`src/rtl/branch_predict_unit_pkg.sv`:
```
// branch_predict_unit_pkg: branch funct3 encodings and saturating-counter limits
package branch_predict_unit_pkg;
    localparam logic [2:0] FUNCT3_BEQ  = 3'b000;
    localparam logic [2:0] FUNCT3_BNE  = 3'b001;
    localparam logic [2:0] FUNCT3_BLT  = 3'b100;
    localparam logic [2:0] FUNCT3_BGE  = 3'b101;
    localparam logic [2:0] FUNCT3_BLTU = 3'b110;
    localparam logic [2:0] FUNCT3_BGEU = 3'b111;
    localparam int CTR_MIN = 0;

    function automatic int ctr_max(input int bits);
        return (1 << bits) - 1;
    endfunction
endpackage

```
`src/rtl/branch_predict_unit_sat_counter.sv`:
```
// sat_counter: up/down saturating counter with enable and synchronous load
module sat_counter
    import branch_predict_unit_pkg::*;
#(
    parameter int W = 2,
    parameter logic [W-1:0] INIT = 1
) (
    input  logic         clock,
    input  logic         load,
    input  logic         en,
    input  logic         up,
    output logic [W-1:0] q
);
    localparam logic [W-1:0] MAX = W'(ctr_max(W));
    localparam logic [W-1:0] MIN = W'(CTR_MIN);

    always_ff @(posedge clock) begin
        if (load)
            q <= INIT;
        else if (en)
            q <= up ? (q == MAX ? q : q + 1'b1) : (q == MIN ? q : q - 1'b1);
    end
endmodule

```
`src/rtl/branch_predict_unit.sv`:
```
// branch_predict_unit: EX branch resolution plus a bimodal BHT predictor with
// branch/mispredict statistics.
module branch_predict_unit
    import branch_predict_unit_pkg::*;
#(
    parameter int BHT_ENTRIES = 64,
    parameter int PC_WIDTH    = 32,
    parameter int CTR_BITS    = 2,
    parameter int CTR_INIT    = 1,
    parameter int STAT_WIDTH  = 32
) (
    input  logic                  clock,
    input  logic                  reset,
    input  logic [PC_WIDTH-1:0]   if_pc,
    output logic                  pred_taken,
    input  logic [PC_WIDTH-1:0]   ex_pc,
    input  logic                  ex_valid,
    input  logic                  ex_stall,
    input  logic                  ex_branch,
    input  logic [2:0]            ex_funct3,
    input  logic                  ex_zero,
    input  logic                  ex_sign,
    input  logic                  ex_pred_taken,
    output logic                  branch_taken,
    output logic                  mispredict,
    output logic [STAT_WIDTH-1:0] branch_count,
    output logic [STAT_WIDTH-1:0] mispredict_count
);
    localparam int IDX_W = $clog2(BHT_ENTRIES);

    logic [IDX_W-1:0]    if_idx, ex_idx;
    logic [CTR_BITS-1:0] ctr [BHT_ENTRIES];
    logic                legal, cond, train;
    logic                unused_pc;

    assign if_idx    = if_pc[IDX_W+1:2];
    assign ex_idx    = ex_pc[IDX_W+1:2];
    assign unused_pc = ^{if_pc[PC_WIDTH-1:IDX_W+2], if_pc[1:0], ex_pc[PC_WIDTH-1:IDX_W+2], ex_pc[1:0]};
    assign pred_taken = ctr[if_idx][CTR_BITS-1];

    // funct3 010/011 are not branches, so they never resolve or train
    always_comb begin
        legal = ex_valid & ex_branch & (ex_funct3[2:1] != 2'b01);
        cond  = ex_funct3 == FUNCT3_BEQ ? ex_zero :
                ex_funct3 == FUNCT3_BNE ? ~ex_zero :
                (ex_funct3 == FUNCT3_BLT || ex_funct3 == FUNCT3_BLTU) ? ex_sign :
                (ex_funct3 == FUNCT3_BGE || ex_funct3 == FUNCT3_BGEU) ? ~ex_sign : 1'b0;
        branch_taken = legal & cond;
        mispredict   = legal & (branch_taken != ex_pred_taken);
        train        = legal & ~ex_stall;
    end

    for (genvar g = 0; g < BHT_ENTRIES; g++) begin : g_bht
        sat_counter #(
            .W    (CTR_BITS),
            .INIT (CTR_BITS'(CTR_INIT))
        ) u_ctr (
            .clock (clock),
            .load  (reset),
            .en    (train && ex_idx == IDX_W'(g)),
            .up    (branch_taken),
            .q     (ctr[g])
        );
    end

    always_ff @(posedge clock) begin
        if (reset) begin
            branch_count     <= '0;
            mispredict_count <= '0;
        end else if (train) begin
            branch_count <= branch_count + 1'b1;
            if (mispredict)
                mispredict_count <= mispredict_count + 1'b1;
        end
    end
endmodule

```
`config.mk`:
```
export PLATFORM = sky130hd
export DESIGN_NAME = branch_predict_unit
export DESIGN_NICKNAME = d
export VERILOG_FILES = /design/src/rtl/branch_predict_unit_pkg.sv /design/src/rtl/branch_predict_unit_sat_counter.sv /design/src/rtl/branch_predict_unit.sv
export SDC_FILE = /design/constraint.sdc
export NUM_CORES = 1
export LEC_CHECK = 0
export ABC_AREA = 0
export BUFFER_PORTS_ARGS = -buffer_cell sky130_fd_sc_hd__buf_2
export CORE_AREA = 3 3 247 128
export CTS_CLUSTER_DIAMETER = 60
export CTS_CLUSTER_SIZE = 12
export DETAILED_ROUTE_END_ITERATION = 8
export DIE_AREA = 0 0 250 131
export PLACE_DENSITY_LB_ADDON = 0.12
export SLEW_MARGIN = 20
export SYNTH_ARGS = -nofsm -noshare
export SYNTH_HDL_FRONTEND = slang
export SYNTH_SLANG_ARGS = --single-unit
```
`constraint.sdc`:
```
create_clock -name clock -period 3.1 [get_ports clock]
set_clock_uncertainty 0.15 [all_clocks]
set_input_delay 0.62 -clock clock [delete_from_list [all_inputs] [get_ports clock]]
set_output_delay 0.62 -clock clock [all_outputs]
set_load 0.01 [all_outputs]
```
-- After elaboration in Yosys (flattened, before gate mapping)
Index checks and enable logic that the tools add are counted.
- add/subtract/negate cells: 130
- magnitude comparators: 1
- equal/unequal tests: 262
- mux-type cells: 199
- bitwise gates (word level): 9
- reduce and logical (&&, ||, !) cells: 197
- operators by type and width (operator ; number):
    $mux 2 ; 194
    $ne 2x2->1 const B ; 127
    $eq 6x6->1 const B ; 32
    $reduce_and 3->1 ; 64
    $add 2x1->2 const B ; 64
    $eq 2x2->1 const B ; 64
    $logic_not 2->1 ; 64
    $sub 2x1->2 const B ; 64
    $eq 6x5->1 const B ; 16
    $add 32x1->32 const B ; 2
    $logic_and 1x1->1 ; 64
    $eq 6x4->1 const B ; 8
    $eq 6x3->1 const B ; 4
    $bmux 2 s6 ; 1
    $eq 3x3->1 const B ; 4
    $eq 6x2->1 const B ; 2
    $ge 7x7->1 const B ; 1
    $not 6->7 ; 1
    $eq 6x1->1 const B ; 1
    $logic_not 6->1 ; 1
    $and 1x1->1 ; 5
    $mux 1 ; 4
    $ne 2x1->1 const B ; 2
    $eq 3x1->1 const B ; 1
    5 further kinds ; 8
- register bits after elaboration: 192

-- Longest topological paths before layout
Gate-level depths: netlist of run 1.
- depth in word-level cells: 10
- mapped depth: 9
- depth with buffers taken out: 6

-- Modules after synthesis
A second synthesis of run 1 with hierarchy kept.
- cells, all modules: 1217
- area, all modules: 10727.8 µm²
- by module, submodules not included (module ; times used ; cells an instance ; area an instance (µm²) ; seq. area each (µm²)):
    sat_counter ; 64 ; 11 ; 105.1 ; 40.0
    branch_predict_unit ; 1 ; 513 ; 4001.3 ; 1281.2

-- Least setup slack after synthesis of run 1
No wires, ideal clock.
- path type: input port to output port
- start point: input if_pc[2]
- end point: output pred_taken
- data arrival time: 2.067 ns
- data required time: 2.330 ns
- setup slack: 0.263 ns
- stages on the path: 7
- buffers on the path: 2
- cell sequence: buf_2 -> buf_2 -> mux4_2 -> o22ai_1 -> nor4_1 -> a211oi_1 -> a21oi_1
- word-level cells in the longest chain between the ends: 4
- RTL lines (what ; RTL line ; source):
    start: declaration ; branch_predict_unit.sv:14 ; input logic [PC_WIDTH-1:0] if_pc,
    $not 6->7 (not written as such) ; branch_predict_unit.sv:39 ; assign pred_taken = ctr[if_idx][CTR_BITS-1];
    $bmux 2 s6 ; branch_predict_unit.sv:39 ;
    $mux 2 (not written as such) (2 in a row) ; branch_predict_unit.sv:39 ;
    end: declaration ; branch_predict_unit.sv:15 ; output logic pred_taken,
Every way passes these cells. The select of a mux whose other input is x is not followed.

-- Worst setup path in the final report of run 1
Ends and elaborated chain as after synthesis.

==> results of run 1 <==
final cells by class:
type | instances | share of cell area, %
Clock buffer | 23 | 4.00
Clock inverter | 9 | 1.10
Inverter | 79 | 2.54
Multi-Input combinational cell | 830 | 48.0
Sequential cell | 192 | 32.2
Tap cell | 399 | 4.18
Timing Repair Buffer | 142 | 8.02
layout by cell type, fill, tap and decap left out, types with 11 or more instances in the layout:
cell / instances
mux2_1: 14
a31oi_1: 64
dfxtp_1: 192
or2_2: 17
inv_1: 75
o31ai_1: 20
buf_2: 88
a211o_1: 28
a21o_1: 18
o311ai_1: 31
nand4_1: 21
a211oi_1: 32
o211ai_1: 46
o2111ai_1: 35
o22ai_1: 39
xor2_1: 16
nand3_1: 59
nor2_1: 56
mux4_2: 16
o21ai_0: 28
o41ai_1: 15
buf_4: 45
clkbuf_16: 17
nand2_1: 79
o21ai_1: 27
a21oi_1: 39
nor2b_1: 11
metal layers:
metal	track usage (%)	vias up	share of wire, %
li1	-	4772	-
met1	33.5	4840	55
met2	27.3	301	38
met3	4.35	17	6.3
met4	4.30	0	0.76
met5	0	-	0
cell usage after synthesis (6+ instances only):
library cell,count
a2111oi_0,10
a211o_1,28
a211oi_1,32
a21o_1,18
a21oi_1,39
a31oi_1,64
and3_1,6
buf_1,7
buf_2,36
clkbuf_1,69
dfxtp_1,192
inv_1,75
mux2_1,14
mux2i_1,10
mux4_2,16
nand2_1,79
nand2b_1,6
nand3_1,59
nand4_1,21
nor2_1,56
nor2b_1,11
nor3_1,10
nor4_1,10
o2111ai_1,35
o211ai_1,46
o21ai_0,28
o21ai_1,27
o22ai_1,39
o311ai_0,7
o311ai_1,31
o31ai_1,20
o41ai_1,15
or2_2,17
or3_1,10
or4_1,9
xor2_1,17
worst max-delay path: cells and delay by family:
family / cells / cell delay (ns)
buffers and inverters: 3 / 0.44
AO/OA/AOI/OAI: 2 / 0.35
multiplexers: 3 / 0.75
cell families (layout without fill, tap and decap cells):
kind of cell	count (synthesis)	count (layout)
DFF	192	192
and+or+nand+nor	322	322
AOI/OAI and AO/OA	445	445
buffers and inverters	193	253
adders and majority gates	2	2
xor gates and xnor gates	21	21
muxes	40	40
flip-flops by register name, indices dropped and copies added, names as in the netlist:
name	flops
g_bht.u_ctr.q	128
branch_count	32
mispredict_count	32
stage by stage:
stage,hold WS [ns],setup slack [ns],instances,utilization (%),power [mW]
floorplan,0.285,0.263,1215,-,2.85
global placement,0.298,0.146,1642,38.1,3.01
detailed placement,0.302,0.143,1642,38.1,3.01
CTS,0.311,0.136,1674,40.1,5.37
global route,0.337,0.0485,1674,40.1,5.50
finish,0.306,0.157,1674,40.1,5.32
where the power goes:
part	switching, mW	internal (mW)
logic	0.309	0.133
registers	0.0349	2.49
clock network	1.02	1.33
final timing paths:
| kind | start | to | slack, ns | cells after the start |
|---|---|---|---|---|
| min | g_bht[37].u_ctr.q[0] | g_bht[37].u_ctr.q[1] | 0.31 | 2 |
| max reg2reg | mispredict_count[6] | mispredict_count[31] | 0.61 | 5 |
| max | if_pc[2] | pred_taken | 0.16 | 8 |
| min reg2reg | g_bht[37].u_ctr.q[0] | g_bht[37].u_ctr.q[1] | 0.31 | 2 |
==> results_dict.tcl, run 1 <==
set metrics [dict create \
    seq_area_sq_mm 0.00384 \
    synth_top_area_share_pct 37.2 \
    overflow 0 \
    numCtsBuffers 17 \
    start_util_pct 34.7 \
    synth_fp_nets 1292 \
    die_h_um 131 \
    cp_max_fo 15 \
    dr.pass1.iters 5 \
    antenna_cells 0 \
    insertion_delay_ns 0.45 \
    slowest_delay_ns 0.52 \
    drt-initial-drc-count 1148 \
    p_per_area_mw_per_mm2 445 \
    synth-main-ff-cell "dfxtp_1" \
    power_leakage_nw 4.31 \
    area_growth_pct 15.7 \
    synth_cell_types 58 \
    critPathArrivalTime_ns 2.17 \
    wire_per_inst_um 20.3 \
    criticalPathCategory "in -> out" \
    num-fill-cells 2921 \
    yosysWarnings 0 \
    post_cts_buffers 0 \
    clock_path_buffers 2 \
    dieArea_sq_mm 0.0328 \
    dpl-instance-area_sq_mm 0.0113 \
    final_max_slew_viol_count 0 \
    postSynthAreaPerCell_sq_um 8.50 \
    row_count 45 \
    wirelength_mm 33.9 \
    fin_area_sq_mm 0.0119 \
    worst_slew_pin_slew_ns 0.648 \
    rsz0062_at_grt "false" \
    endpoint_kind "output pin" \
    synth_xor_xnor_area_share_pct 1.78 \
    drt-vias-per-instance 5.93 \
    synth_adder_area_share_pct 0.242 \
    fp.dieW_um 250 \
    vias 9930 \
    crit_chain "buf_2 -> buf_12 -> mux4_2 -> mux2i_1 -> mux2i_1 -> a211oi_1 -> a21oi_1 -> buf_2" \
    period_minus_slack_ns 2.94 \
    clock-sinks 192 \
    min_path_type "reg -> reg" \
    h-tree-depth 4 \
    hold_violations 0 \
    cp_data_required_time_ns 2.33 \
    synth_seq_cells 192 \
    drc 0 \
    finalSetupViolCount 0 \
    final.period_utilization_pct 94.9 \
    status "finished, final reports clean" \
    fmax_mhz 340 \
    root_buffer "clkbuf_16" \
    io_pins 142 \
    critPathLaunchType "primary input" \
    syn-cell-area_sq_mm 0.0103 \
    grt_max_degree 69 \
    tritoncts "built" \
    synth_area_leaders "dfxtp_1 (37%), a31oi_1 (3.9%), mux4_2 (3.5%)" \
    yosys.area_share.simple_pct 16.8 \
    postCtsHoldBufs 0 \
    drv_cap 0 \
    yosys-mux-area-fraction_pct 5.98 \
    ys_async_sr_fraction_pct 0 \
    multi_input_area_sq_mm 0.00573 \
    place_congestion 0.820 \
    dpl.hpwl_mm 23.0 \
    relSlewSlack_pct 56.6 \
    first_global_vias 8836 \
    synth_area_leader_cell "dfxtp_1" \
    yosysSeqAreaShare_pct 37.2 \
    portBuffers 89 \
    layout.nets 1339 \
    path_clk_slew_ns 0.07 \
    drtAntennaViolNets 0 \
    antenna_found_initial 0 \
    synth_top_family_by_area "compound AO/OA/AOI/OAI gates" \
    grt_pass1_wl_mm 53.6 \
    postSynthCellCount 1215 \
    setup_tns_ns 0 \
    peakVddDrop_uv 396 \
    drive_gt1_share_pct 17.5 \
    core_sq_mm 0.0298 \
    synth-edff-count 0 \
    synth_compound_area_share_pct 30.4 \
    critPathSlowestCell "mux4_2" \
    grt.total_usage_pct 20.7 \
    cts_resized 0 \
]
No activity file was read; power rests on OpenSTA's default activity.
==> run 2, diff against run 1 <==
Settings changed: CELL_PAD_IN_SITES_DETAIL_PLACEMENT set to 1, CELL_PAD_IN_SITES_GLOBAL_PLACEMENT set to 2.
==> run 2 against run 1 <==
Net effect:
- sequential share of layout area is 0.12 points higher
- critical path depth stayed put
- first-iteration DRC count is 36% lower
- critical path type unchanged
- critical endpoint unchanged
- largest cell class unchanged
- largest power group unchanged
==> results_dict.tcl, run 2 (synthesis results as in run 1) <==
set metrics [dict create \
    dpl.hpwl_mm 24.8 \
    endpoint_kind "output pin" \
    setup_tns_ns 0 \
    wire_per_inst_um 22.0 \
    first_global_vias 9849 \
    final_cells 1667 \
    die_h_um 131 \
    drv_cap 0 \
    numCtsBuffers 17 \
    cp_max_fo 15 \
    post_cts_buffers 0 \
    drtAntennaViolNets 0 \
    critPathLaunchType "primary input" \
    core_sq_mm 0.0298 \
    clock_path_buffers 2 \
    criticalPathCategory "in -> out" \
    largestRegisters "g_bht.u_ctr.q (128), branch_count (32), mispredict_count (32)" \
    area_growth_pct 15.2 \
    final.period_utilization_pct 95.7 \
    antenna_found_initial 0 \
    critPathArrivalTime_ns 2.20 \
    vias 10000 \
    clock-sinks 192 \
    mostFrequentLayoutCell "dfxtp_1" \
    dr.pass1.iters 5 \
    portBuffers 89 \
    grt_max_degree 94 \
    layout.nets 1332 \
    cts_resized 0 \
    worst_slew_pin_slew_ns 0.655 \
    start_util_pct 34.7 \
    antenna_cells 0 \
    period_minus_slack_ns 2.97 \
    hold_violations 0 \
    largest_reg_flops 128 \
    drive_gt1_share_pct 17.3 \
    wirelength_mm 36.7 \
    relSlewSlack_pct 56.2 \
    peakVddDrop_uv 423 \
    place_congestion 0.814 \
    cp_data_required_time_ns 2.33 \
    fmax_mhz 337 \
    rsz0062_at_grt "false" \
    overflow 0 \
    min_path_type "reg -> reg" \
    dp_cells 1635 \
    finalSetupViolCount 0 \
    drt-vias-per-instance 6.01 \
    drc 0 \
    num-fill-cells 3501 \
    regMostFlops "g_bht.u_ctr.q" \
    power_leakage_nw 4.27 \
    postCtsHoldBufs 0 \
    fp.dieW_um 250 \
    tritoncts "built" \
    grt_pass1_wl_mm 59.3 \
    row_count 45 \
    p_per_area_mw_per_mm2 433 \
    final_max_slew_viol_count 0 \
    path_clk_slew_ns 0.08 \
    dieArea_sq_mm 0.0328 \
    insertion_delay_ns 0.46 \
    root_buffer "clkbuf_16" \
    grt.total_usage_pct 23.0 \
    p_total_mw 5.15 \
    layout_common_cells "dfxtp_1 (192), buf_2 (88), nand2_1 (79), inv_1 (75), a31oi_1 (64)" \
    h-tree-depth 4 \
    status "finished, final reports clean" \
    io_pins 142 \
    drt-initial-drc-count 739 \
]
run 2: cell count changes in the layout (fill, tap and decap cells not counted):
cell,change
bufinv_16,-3
clkinv_4,+5
buf_12,+5
clkbuf_8,-3
inv_6,+4
inv_8,+2
clkinvlp_4,-1
buf_4,-12
clkbuf_1,-3
clkinv_2,-1
run 2: stage by stage:
stage | hold WS [ns] | utilization (%) | setup WS, ns | instance area [sq um]
floorplan | 0.285 | - | 0.263 | 10300
global placement | 0.296 | 38.1 | 0.141 | 11300
detailed placement | 0.301 | 38.1 | 0.131 | 11300
CTS | 0.313 | 40.0 | 0.130 | 11900
global route | 0.339 | 40.0 | 0.0218 | 11900
finish | 0.312 | 40.0 | 0.133 | 11900
run 2: worst paths after layout:
kind,from,end,slack (ns),cells past startpoint
hold reg to reg,g_bht[38].u_ctr.q[0],g_bht[38].u_ctr.q[1],0.31,2
setup / recovery,if_pc[2],pred_taken,0.13,8
hold / removal,g_bht[38].u_ctr.q[0],g_bht[38].u_ctr.q[1],0.31,2
setup reg to reg,branch_count[11],branch_count[31],0.70,5
run 2: area by class of cell:
type                            count  area, sq um  share of cell area (%)
Clock inverter                     15          130                    1.09
Timing Repair Buffer              135          968                    8.13
Multi-Input combinational cell    830         5730                    48.2
Tap cell                          399          499                    4.19
Sequential cell                   192         3840                    32.3
Inverter                           79          304                    2.55
Clock buffer                       17          425                    3.57
run 2: power breakdown:
group          leakage [nW]  total (mW)  switching [mW]  internal (mW)
sequential             1.55        2.52          0.0366           2.49
combinational          2.45       0.451           0.316          0.135
clock                 0.269        2.18            1.13           1.05
total                  4.27        5.15            1.48           3.67
run 2: metal layers:
layer	share of wire, %	track usage (%)	vias up
li1	-	-	4765
met2	39	32.1	243
met3	7.4	6.59	24
met5	0	0	-
met1	53	35.0	4989
met4	0.82	3.96	0
run 2: critical path, cell delays in order:
cell	delay (ns)
buf_2	0.11
buf_12	0.17
mux4_2	0.53
mux2i_1	0.17
mux2i_1	0.10
a211oi_1	0.25
a21oi_1	0.07
buf_2	0.16
==> run 3, diff against run 2 <==
Settings changed: CELL_PAD_IN_SITES_DETAIL_PLACEMENT 1 to not set, CELL_PAD_IN_SITES_GLOBAL_PLACEMENT 2 to not set, CORE_AREA 3 3 247 128 to 3 3 197 103, DIE_AREA 0 0 250 131 to 0 0 200 106.
==> run 3 against run 2 <==
Net effect:
- core utilization up 23 points
- critical path depth unchanged
- flip-flop and latch count unchanged
- register-to-register slack worse by 0.14 ns
- cell count down 8.6%
- largest power group unchanged
- routed wire length down 19%
- first-iteration DRC count up 53%
- die area down 35%
- sequential power about the same
- design area down 2.1%
- hold slack worse by 0.0062 ns
- via count up 1.4%
==> results_dict.tcl, run 3 (synthesis results as in run 1) <==
set metrics [dict create \
    cp_data_required_time_ns 2.33 \
    final.period_utilization_pct 97.5 \
    antenna_found_initial 0 \
    setup_tns_ns 0 \
    dp_cells 1491 \
    dieArea_sq_mm 0.0212 \
    relSlewSlack_pct 37.4 \
    met3_usage_pct 5.57 \
    root_buffer "clkbuf_16" \
    grt.total_usage_pct 27.7 \
    finalSetupViolCount 0 \
    die_h_um 106 \
    critPathArrivalTime_ns 2.25 \
    num-fill-cells 1523 \
    criticalPathCategory "in -> out" \
    mostFrequentLayoutCell "dfxtp_1" \
    critPathLaunchType "primary input" \
    min_path_type "reg -> reg" \
    layout.nets 1328 \
    regMostFlops "g_bht.u_ctr.q" \
    peakVddDrop_uv 385 \
    drc 0 \
    drv_cap 0 \
    final_cells 1523 \
    critPathSlowestCell "mux4_2" \
    postCtsHoldBufs 0 \
    seq_area_sq_mm 0.00384 \
    portBuffers 89 \
    hold_violations 0 \
    wirelength_mm 29.6 \
    grt_max_degree 160 \
    p_per_area_mw_per_mm2 437 \
    dpl.hpwl_mm 19.1 \
    clock_path_buffers 2 \
    drt-vias-per-instance 6.67 \
    endpoint_kind "output pin" \
    drive_gt1_share_pct 17.0 \
    largestRegisters "g_bht.u_ctr.q (128), branch_count (32), mispredict_count (32)" \
    area_growth_pct 12.8 \
    tritoncts "built" \
    first_global_vias 9318 \
    crit_chain "buf_2 -> buf_12 -> mux4_2 -> o22ai_1 -> nor4_1 -> a211oi_1 -> a21oi_1 -> buf_2" \
    cts_resized 0 \
    io_pins 142 \
    busiest_layer "met2" \
    dr.pass1.iters 5 \
    fin_ws_ns 0.0781 \
    fp.dieW_um 200 \
    slowest_delay_ns 0.49 \
    insertion_delay_ns 0.44 \
    gr-usage-met1_pct 38.3 \
    post_cts_buffers 0 \
    start_util_pct 56.0 \
    power_leakage_nw 4.24 \
    cp_max_fo 7 \
    row_count 35 \
    layout_common_cells "dfxtp_1 (192), buf_2 (88), nand2_1 (79), inv_1 (75), a31oi_1 (64)" \
    h-tree-depth 4 \
    place_congestion 0.816 \
    core_sq_mm 0.0184 \
    grt_pass1_wl_mm 47.9 \
    multi_input_area_sq_mm 0.00573 \
    path_clk_slew_ns 0.07 \
    wire_per_inst_um 19.5 \
    final_max_slew_viol_count 0 \
    largest_reg_flops 128 \
    use_met2_pct 43.8 \
    antenna_cells 0 \
    worst_slew_pin_slew_ns 0.937 \
    numCtsBuffers 17 \
    drt-initial-drc-count 1132 \
    drtAntennaViolNets 0 \
    place_ws_ns 0.124 \
    crit_top_cell "buf_2" \
    period_minus_slack_ns 3.02 \
    rsz0062_at_grt "false" \
    status "finished, final reports clean" \
    fmax_mhz 331 \
    clock-sinks 192 \
    vias 10200 \
    overflow 0 \
]
[run 3: critical path, delay by kind of cell]
family / cells / cell delay [ns]
AO/OA/AOI/OAI: 3 / 0.62
buffers and inverters: 3 / 0.42
multiplexers: 1 / 0.49
AND/OR/NAND/NOR: 1 / 0.10
[run 3: area by class of cell]
class                   instances  share of cell area [%]
clock buffers                  18                    3.77
clock inverters                14                    1.06
inverters                      79                    2.61
multi-input cells             830                    49.2
flip-flops and latches        192                    33.0
well taps                     259                    2.78
repair buffers                131                    7.62
[run 3: worst paths after layout]
path / slack [ns] / to / cells after the start / start
worst min register to register: 0.31 / g_bht[42].u_ctr.q[1] / 2 / g_bht[42].u_ctr.q[0]
worst max register to register: 0.56 / mispredict_count[31] / 5 / mispredict_count[6]
worst min-delay path: 0.31 / g_bht[42].u_ctr.q[1] / 2 / g_bht[42].u_ctr.q[0]
worst max-delay path: 0.08 / pred_taken / 8 / if_pc[2]
[run 3: power by group]
group	internal (mW)	leakage, nW	switching (mW)
Sequential	2.49	1.55	0.0283
Clock	1.08	0.273	1.07
Combinational	0.132	2.42	0.297
[run 3: per-layer routing]
layer  vias up  wire length, um  part of all wire [%]
li1       4754                -                     -
met1      4937            13200                    44
met2       423            13500                    46
met3        47             2390                   8.1
met4         0              516                   1.7
met5         -                0                     0
[run 3: stage by stage]
| stage | area (sq um) | hold slack [ns] | util (%) | total power, mW |
|---|---|---|---|---|
| detailed placement | 11100 | 0.298 | 60.2 | 2.99 |
| global placement | 11100 | 0.289 | 60.2 | 2.97 |
| global route | 11700 | 0.331 | 63.2 | 5.27 |
| finish | 11700 | 0.306 | 63.2 | 5.10 |
| floorplan | 10300 | 0.285 | - | 2.85 |
| CTS | 11700 | 0.308 | 63.2 | 5.11 |
